$ cat config.mk
export PLATFORM = sky130hd
export DESIGN_NAME = adc_spi_sampler
export DESIGN_NICKNAME = d
export VERILOG_FILES = /design/src/rtl/adc_spi_sampler.sv
export SDC_FILE = /design/constraint.sdc
export NUM_CORES = 1
export LEC_CHECK = 0
export ABC_AREA = 1
export BUFFER_PORTS_ARGS = -buffer_cell sky130_fd_sc_hd__clkbuf_2
export CAP_MARGIN = 15
export CORE_MARGIN = 1.5
export CORE_UTILIZATION = 30
export DETAILED_ROUTE_END_ITERATION = 16
export GPL_TIMING_DRIVEN = 1
export PLACE_DENSITY = 0.46
export RECOVER_POWER = 50
export SLEW_MARGIN = 20
export SYNTH_ARGS = -nofsm -noshare
export SYNTH_HDL_FRONTEND = slang
export SYNTH_SLANG_ARGS = --single-unit
$ cat constraint.sdc
create_clock -name PCLK -period 1.7 [get_ports PCLK]
set_input_delay 0.17 -clock PCLK [delete_from_list [all_inputs] [get_ports PCLK]]
set_output_delay 0.17 -clock PCLK [all_outputs]
set_load 0.03 [all_outputs]
$ cat src/rtl/adc_spi_sampler.sv
// Periodic 4-channel scanner for a 14-bit SPI mode-0 ADC.
// Packs one conversion per channel into a 56-bit frame with a 1-cycle valid strobe.
module adc_spi_sampler #(
  parameter int unsigned CLK_DIV       = 4,
  parameter int unsigned SAMPLE_PERIOD = 1000
) (
  input  logic        PCLK,
  input  logic        PRESET,
  input  logic        enable,
  output logic        adc_cs_n,
  output logic        adc_sclk,
  output logic        adc_mosi,
  input  logic        adc_miso,
  output logic [55:0] adc_data,
  output logic        adc_data_valid,
  output logic        busy,
  output logic        overrun
);

  localparam int unsigned PW = (SAMPLE_PERIOD > 1) ? $clog2(SAMPLE_PERIOD) : 1;
  localparam int unsigned DW = (CLK_DIV > 1) ? $clog2(CLK_DIV) : 1;
  localparam logic [PW-1:0] PeriodLast = PW'(SAMPLE_PERIOD - 1);
  localparam logic [DW-1:0] DivLast    = DW'(CLK_DIV - 1);

  localparam logic [2:0] StIdle  = 3'd0;
  localparam logic [2:0] StSetup = 3'd1;
  localparam logic [2:0] StShift = 3'd2;
  localparam logic [2:0] StHold  = 3'd3;
  localparam logic [2:0] StGap   = 3'd4;
  localparam logic [2:0] StDone  = 3'd5;

  logic [PW-1:0]    r_period;
  logic [2:0]       r_state;
  logic [DW-1:0]    r_div;
  logic [4:0]       r_half;
  logic [1:0]       r_ch;
  logic [15:0]      r_cmd;
  logic [13:0]      r_rx;
  logic [3:0][13:0] r_slot;
  logic [55:0]      r_data;

  logic             w_trigger;
  logic             w_div_end;
  logic [2:0]       w_state_nxt;
  logic [DW-1:0]    w_div_nxt;
  logic [4:0]       w_half_nxt;
  logic [1:0]       w_ch_nxt;
  logic [15:0]      w_cmd_nxt;
  logic [13:0]      w_rx_nxt;
  logic [3:0][13:0] w_slot_nxt;
  logic [55:0]      w_data_nxt;

  assign w_trigger = enable & ~PRESET & (r_period == PeriodLast);
  assign w_div_end = (r_div == DivLast);

  always_ff @(posedge PCLK) begin
    if (PRESET || !enable || (r_period == PeriodLast)) begin
      r_period <= '0;
    end else begin
      r_period <= r_period + 1'b1;
    end
  end

  // Each SHIFT half-period is CLK_DIV cycles; even halves drive sclk high.
  always_comb begin
    w_state_nxt = r_state;
    w_div_nxt   = w_div_end ? '0 : r_div + 1'b1;
    w_half_nxt  = r_half;
    w_ch_nxt    = r_ch;
    w_cmd_nxt   = r_cmd;
    w_rx_nxt    = r_rx;
    w_slot_nxt  = r_slot;
    w_data_nxt  = r_data;
    case (r_state)
      StIdle: begin
        w_div_nxt = '0;
        if (w_trigger) begin
          w_state_nxt = StSetup;
          w_ch_nxt    = 2'd0;
          w_cmd_nxt   = 16'h0000;
        end
      end
      StSetup: begin
        if (w_div_end) begin
          w_state_nxt = StShift;
          w_half_nxt  = 5'd0;
          w_rx_nxt    = {r_rx[12:0], adc_miso};
        end
      end
      StShift: begin
        if (w_div_end) begin
          if (r_half == 5'd31) begin
            w_state_nxt       = StHold;
            w_slot_nxt[r_ch]  = r_rx;
          end else begin
            w_half_nxt = r_half + 5'd1;
            // Odd->even half is an sclk rise; even->odd is a fall.
            if (r_half[0]) begin
              w_rx_nxt = {r_rx[12:0], adc_miso};
            end else begin
              w_cmd_nxt = {r_cmd[14:0], 1'b0};
            end
          end
        end
      end
      StHold: begin
        if (w_div_end) begin
          w_state_nxt = StGap;
        end
      end
      StGap: begin
        if (w_div_end) begin
          if (r_ch == 2'd3) begin
            w_state_nxt = StDone;
            w_data_nxt  = {r_slot[0], r_slot[1], r_slot[2], r_slot[3]};
          end else begin
            w_state_nxt = StSetup;
            w_ch_nxt    = r_ch + 2'd1;
            w_cmd_nxt   = {2'b00, r_ch + 2'd1, 12'h000};
          end
        end
      end
      StDone: begin
        w_state_nxt = StIdle;
      end
      default: begin
        w_state_nxt = StIdle;
      end
    endcase
  end

  // r_rx is 14 bits wide: the two leading bits of each 16-bit word fall off the top.
  always_ff @(posedge PCLK) begin
    if (PRESET) begin
      r_state <= StIdle;
      r_div   <= '0;
      r_half  <= '0;
      r_ch    <= '0;
      r_cmd   <= '0;
      r_rx    <= '0;
      r_slot  <= '0;
      r_data  <= '0;
    end else begin
      r_state <= w_state_nxt;
      r_div   <= w_div_nxt;
      r_half  <= w_half_nxt;
      r_ch    <= w_ch_nxt;
      r_cmd   <= w_cmd_nxt;
      r_rx    <= w_rx_nxt;
      r_slot  <= w_slot_nxt;
      r_data  <= w_data_nxt;
    end
  end

  assign adc_cs_n       = ~((r_state == StSetup) | (r_state == StShift) | (r_state == StHold));
  assign adc_sclk       = (r_state == StShift) & ~r_half[0];
  assign adc_mosi       = ((r_state == StSetup) | (r_state == StShift)) & r_cmd[15];
  assign adc_data       = r_data;
  assign adc_data_valid = (r_state == StDone);
  assign busy           = (r_state != StIdle);
  assign overrun        = w_trigger & busy;

endmodule

==> results_tabular.tex <==
\begin{tabular}{lr}
\hline
Metric & Value \\
\hline
\multicolumn{2}{l}{\textbf{Power}} \\
Switching share of power & about a quarter \\
Internal power component & between 6000 and 7000 uW \\
Flop pwr share & a little over two fifths \\
Clock Power Share & roughly 44\% \\
Worst-case vdd ir drop & 0.774 mV \\
Combinational fraction of design power & between 10\% and 20\% \\
Leakage power total & around 0.0029 uW \\
Total power & between 8000 and 9000 uW \\
Power per cell area & about 1100 nW/um2 \\
Sw power & approximately 2100 uW \\
\multicolumn{2}{l}{\textbf{Setup path}} \\
Worst-path cell chain & ha\_4 -> nand2\_4 -> nor2\_4 -> ha\_4 -> nand3\_4 -> nor2\_4 -> buf\_4 -> nand2\_4 -> buf\_12 -> o21ai\_1 -> nor2\_1 \\
CP Data Arrival Time & 2020 ps \\
Max FO, Critical Path & 8 \\
Largest stage delay on the critical path & about 350 ps \\
Slowest-stage cell, CP & dfxtp\_2 \\
Kind of cell adding the most delay to the critical path & simple AND/OR/NAND/NOR gates \\
Type of origin of the critical path & register \\
Required time of the worst setup path & between 2000 and 2500 ps \\
Critical path class & register to register \\
Worst Path Buf+Inv & 2 \\
Crit path capture type & register \\
\multicolumn{2}{l}{\textbf{Floorplan}} \\
Area of the placeable core & about 19000 um2 \\
Count of boundary I/O pins & 66 \\
Die area & between 20000 and 25000 um2 \\
Initial core utilization & 30.9\% \\
Horizontal die dimension & 143 um \\
Cell Rows & 50 \\
Die Ht & approximately 140 um \\
\multicolumn{2}{l}{\textbf{Route}} \\
Routed vias/inst & roughly 4.3 \\
Antenna violation net count after detailed routing & 0 \\
Post-detailed-routing wire length & 13900 um \\
Wire length per cell after detailed routing & 12.5 um \\
Number of violations reported at the end of detailed-routing iteration 0 & 250 \\
Vias & roughly 4800 \\
Residual DRC count & 0 \\
Iteration count of the initial detailed-routing pass & 4 \\
\multicolumn{2}{l}{\textbf{Final layout}} \\
Net count of the finished layout & 852 \\
Antenna Cells & 0 \\
Share of cells above drive strength 1 & roughly 15\% \\
Highest-count cells in the layout ignoring fill and taps & nor2\_1, dfxtp\_1, inv\_1, o21ai\_0, a21oi\_1 \\
Layout-stage area growth over the synthesis result & 27.5\% \\
Number of non-filler instances in the completed layout & 1112 \\
Commonest non-fill, non-tap cell in the layout & nor2\_1 \\
\multicolumn{2}{l}{\textbf{Worst hold path}} \\
Hold Path Class & input pin to register \\
\multicolumn{2}{l}{\textbf{Clock network}} \\
Clock Path Buffers & 2 \\
CTS clk-pin slew, worst paths & 60 ps \\
Number of buffers added by the clock tree synthesis step & 17 \\
Clock tree from TritonCTS & done \\
Root Driver & clkbuf\_16 \\
Sinks on Clock Net & approximately 150 \\
Latest clock arrival within the worst-skew pair & roughly 420 ps \\
Depth of the CTS H-tree & 4 \\
\multicolumn{2}{l}{\textbf{Global routing}} \\
Global route total overflow & 0 \\
Maximum number of pins on one net before global-route repair & 57 \\
Global-route wire length before repair & 22100 um \\
Antenna violations before repair & 0 \\
Number of global-route vias before repair & 4364 \\
Total global-route track usage & 13.9\% \\
\multicolumn{2}{l}{\textbf{Timing}} \\
Setup repair after global routing missed its margin & yes \\
Post-route worst hold slack & just under 70 ps \\
Headroom to the max-slew limit & 71.2\% \\
Setup skew after layout & $\sim$7.7 ps \\
Worst Setup Slack, final & -4.37 ps \\
Final number of setup-violating endpoints & 5 \\
Final hold violation count & 0 \\
Final Critical Period & $\sim$1700 ps \\
Worst Max-Slew Pin Slew & around 430 ps \\
Maximum clock frequency & between 0.5 and 0.6 GHz \\
Max-slew violations & 0 \\
Period utilization & 100\% \\
\multicolumn{2}{l}{\textbf{Placed design}} \\
Count of buffers inserted at the top-level ports & 65 \\
Worst slack, placed & -262 ps \\
Routability-driven placement congestion ratio & around 0.77 \\
Post-DP HPWL & between 8000 and 9000 um \\
Placed insts & between 1000 and 1500 \\
\multicolumn{2}{l}{\textbf{Synthesis}} \\
Number of storage elements in the synthesis netlist & about 150 \\
Fraction of the yosys area taken by sequential cells & roughly 52\% \\
Combined area of all synthesized cells & approximately 5800 um2 \\
Post-Syn Nets & about 770 \\
Yosys Warn Count & 0 \\
Synthesized area divided by synthesized cell count & roughly 7.8 um2 \\
Count of unique library cells instantiated by Yosys & 31 \\
Gate Count Post-Synth & 753 \\
\multicolumn{2}{l}{\textbf{Outcome}} \\
Outcome & finished, violations left \\
Violated checks & negative setup slack \\
\multicolumn{2}{l}{\textbf{Job}} \\
Max Cap Violations & 0 \\
\hline
\end{tabular}
per-layer routing:
metal	global-route usage [%]	up-vias	wire length, um
li1	-	2591	-
met1	18.0	2172	6950
met5	0	-	0
met4	3.91	0	137
met2	22.5	59	6400
met3	4.17	10	454
metrics by stage:
step	utilization, %	cell area (um2)	setup TNS (ps)
after CTS	38.6	7300	-2100
after detailed placement	34.5	6530	-6830
after global placement	34.5	6530	-5380
after global routing	39.4	7440	-3440
after floorplan	-	5840	0
final	39.4	7440	-15.8
synthesized netlist by cell type:
cell type	number	area [um2]
o21bai_1	1	7.51
a31oi_1	1	6.26
xnor2_1	1	8.76
nor2_4	3	33.8
o21ai_0	128	641
buf_6	6	67.6
nand3_1	14	70.1
o21a_1	1	7.51
buf_2	6	30.0
xor2_1	2	17.5
inv_1	82	308
nand2_4	1	11.3
nand2_2	2	12.5
nand4_1	3	18.8
nor2_1	183	687
nor4_1	1	6.26
clkinv_1	1	3.75
inv_2	6	22.5
nand3_2	1	10.0
clkbuf_1	21	78.8
nand3_4	2	35.0
nor3_1	4	20.0
dfxtp_1	152	3040
o21ai_1	1	5.00
nand2_1	48	180
nor2_2	6	37.5
buf_4	4	30.0
a211oi_1	2	15.0
nor2_8	1	20.0
a21oi_1	61	305
ha_1	8	100
registers in the layout, indices dropped and copies added (netlist names):
| register | count |
|---|---|
| r_ch | 2 |
| adc_data | 56 |
| r_rx | 14 |
| r_half | 5 |
| r_div | 2 |
| r_period | 10 |
| r_slot | 56 |
| r_state | 3 |
| r_cmd | 4 |
power by group through the flow:
| stage | registers [uW] | clock network [uW] | logic [uW] |
|---|---|---|---|
| floorplan | 3750 | 0 | 656 |
| global placement | 3760 | 0 | 909 |
| detailed placement | 3760 | 0 | 898 |
| CTS | 3690 | 3840 | 927 |
| global route | 3690 | 4010 | 1120 |
| finish | 3690 | 3730 | 986 |
kinds of logic (layout without fill, tap and decap cells):
family,count (synthesis),in the layout,synth area share (%)
AND/OR/NAND/NOR,269,270,19.6
adder cells (fa/ha/maj),8,8,1.71
buffers and inverters,126,224,9.26
AO/OA/AOI/OAI,195,195,16.9
XOR/XNOR,3,3,0.450
flip-flops,152,152,52.1
timing repair:
item,in CTS,in global routing
gates cloned,1,3
setup endpoints to repair,58,109
gates resized for setup,69,66
pin swaps,19,13
hold buffers,3,0
endpoints found under the hold margin,2,0
setup buffers,3,7
worst paths after layout:
path	depth (start not counted)	to	slack [ps]	startpoint
setup / recovery	11	r_slot[45]	-4	r_half[0]
hold / removal	5	r_period[7]	70	enable
setup reg to reg	11	r_slot[45]	-4	r_half[0]
hold reg to reg	1	r_div[0]	420	r_div[0]
area by class of cell:
cell class | count | area [um2]
Multi-Input combinational cell | 476 | 2430
Timing Repair Buffer | 103 | 681
Clock buffer | 24 | 492
Inverter | 89 | 367
Timing Repair inverter | 1 | 8.76
Fill cell | 2088 | 11400
Sequential cell | 152 | 3050
Clock inverter | 7 | 92.6
Tap cell | 260 | 325
tightest hold or removal path: cells and delay by family:
kind                   cells  cell delay [ps]
buffers and inverters      2              130
and+or+nand+nor            3              150
No activity file was read; power rests on OpenSTA's default activity.
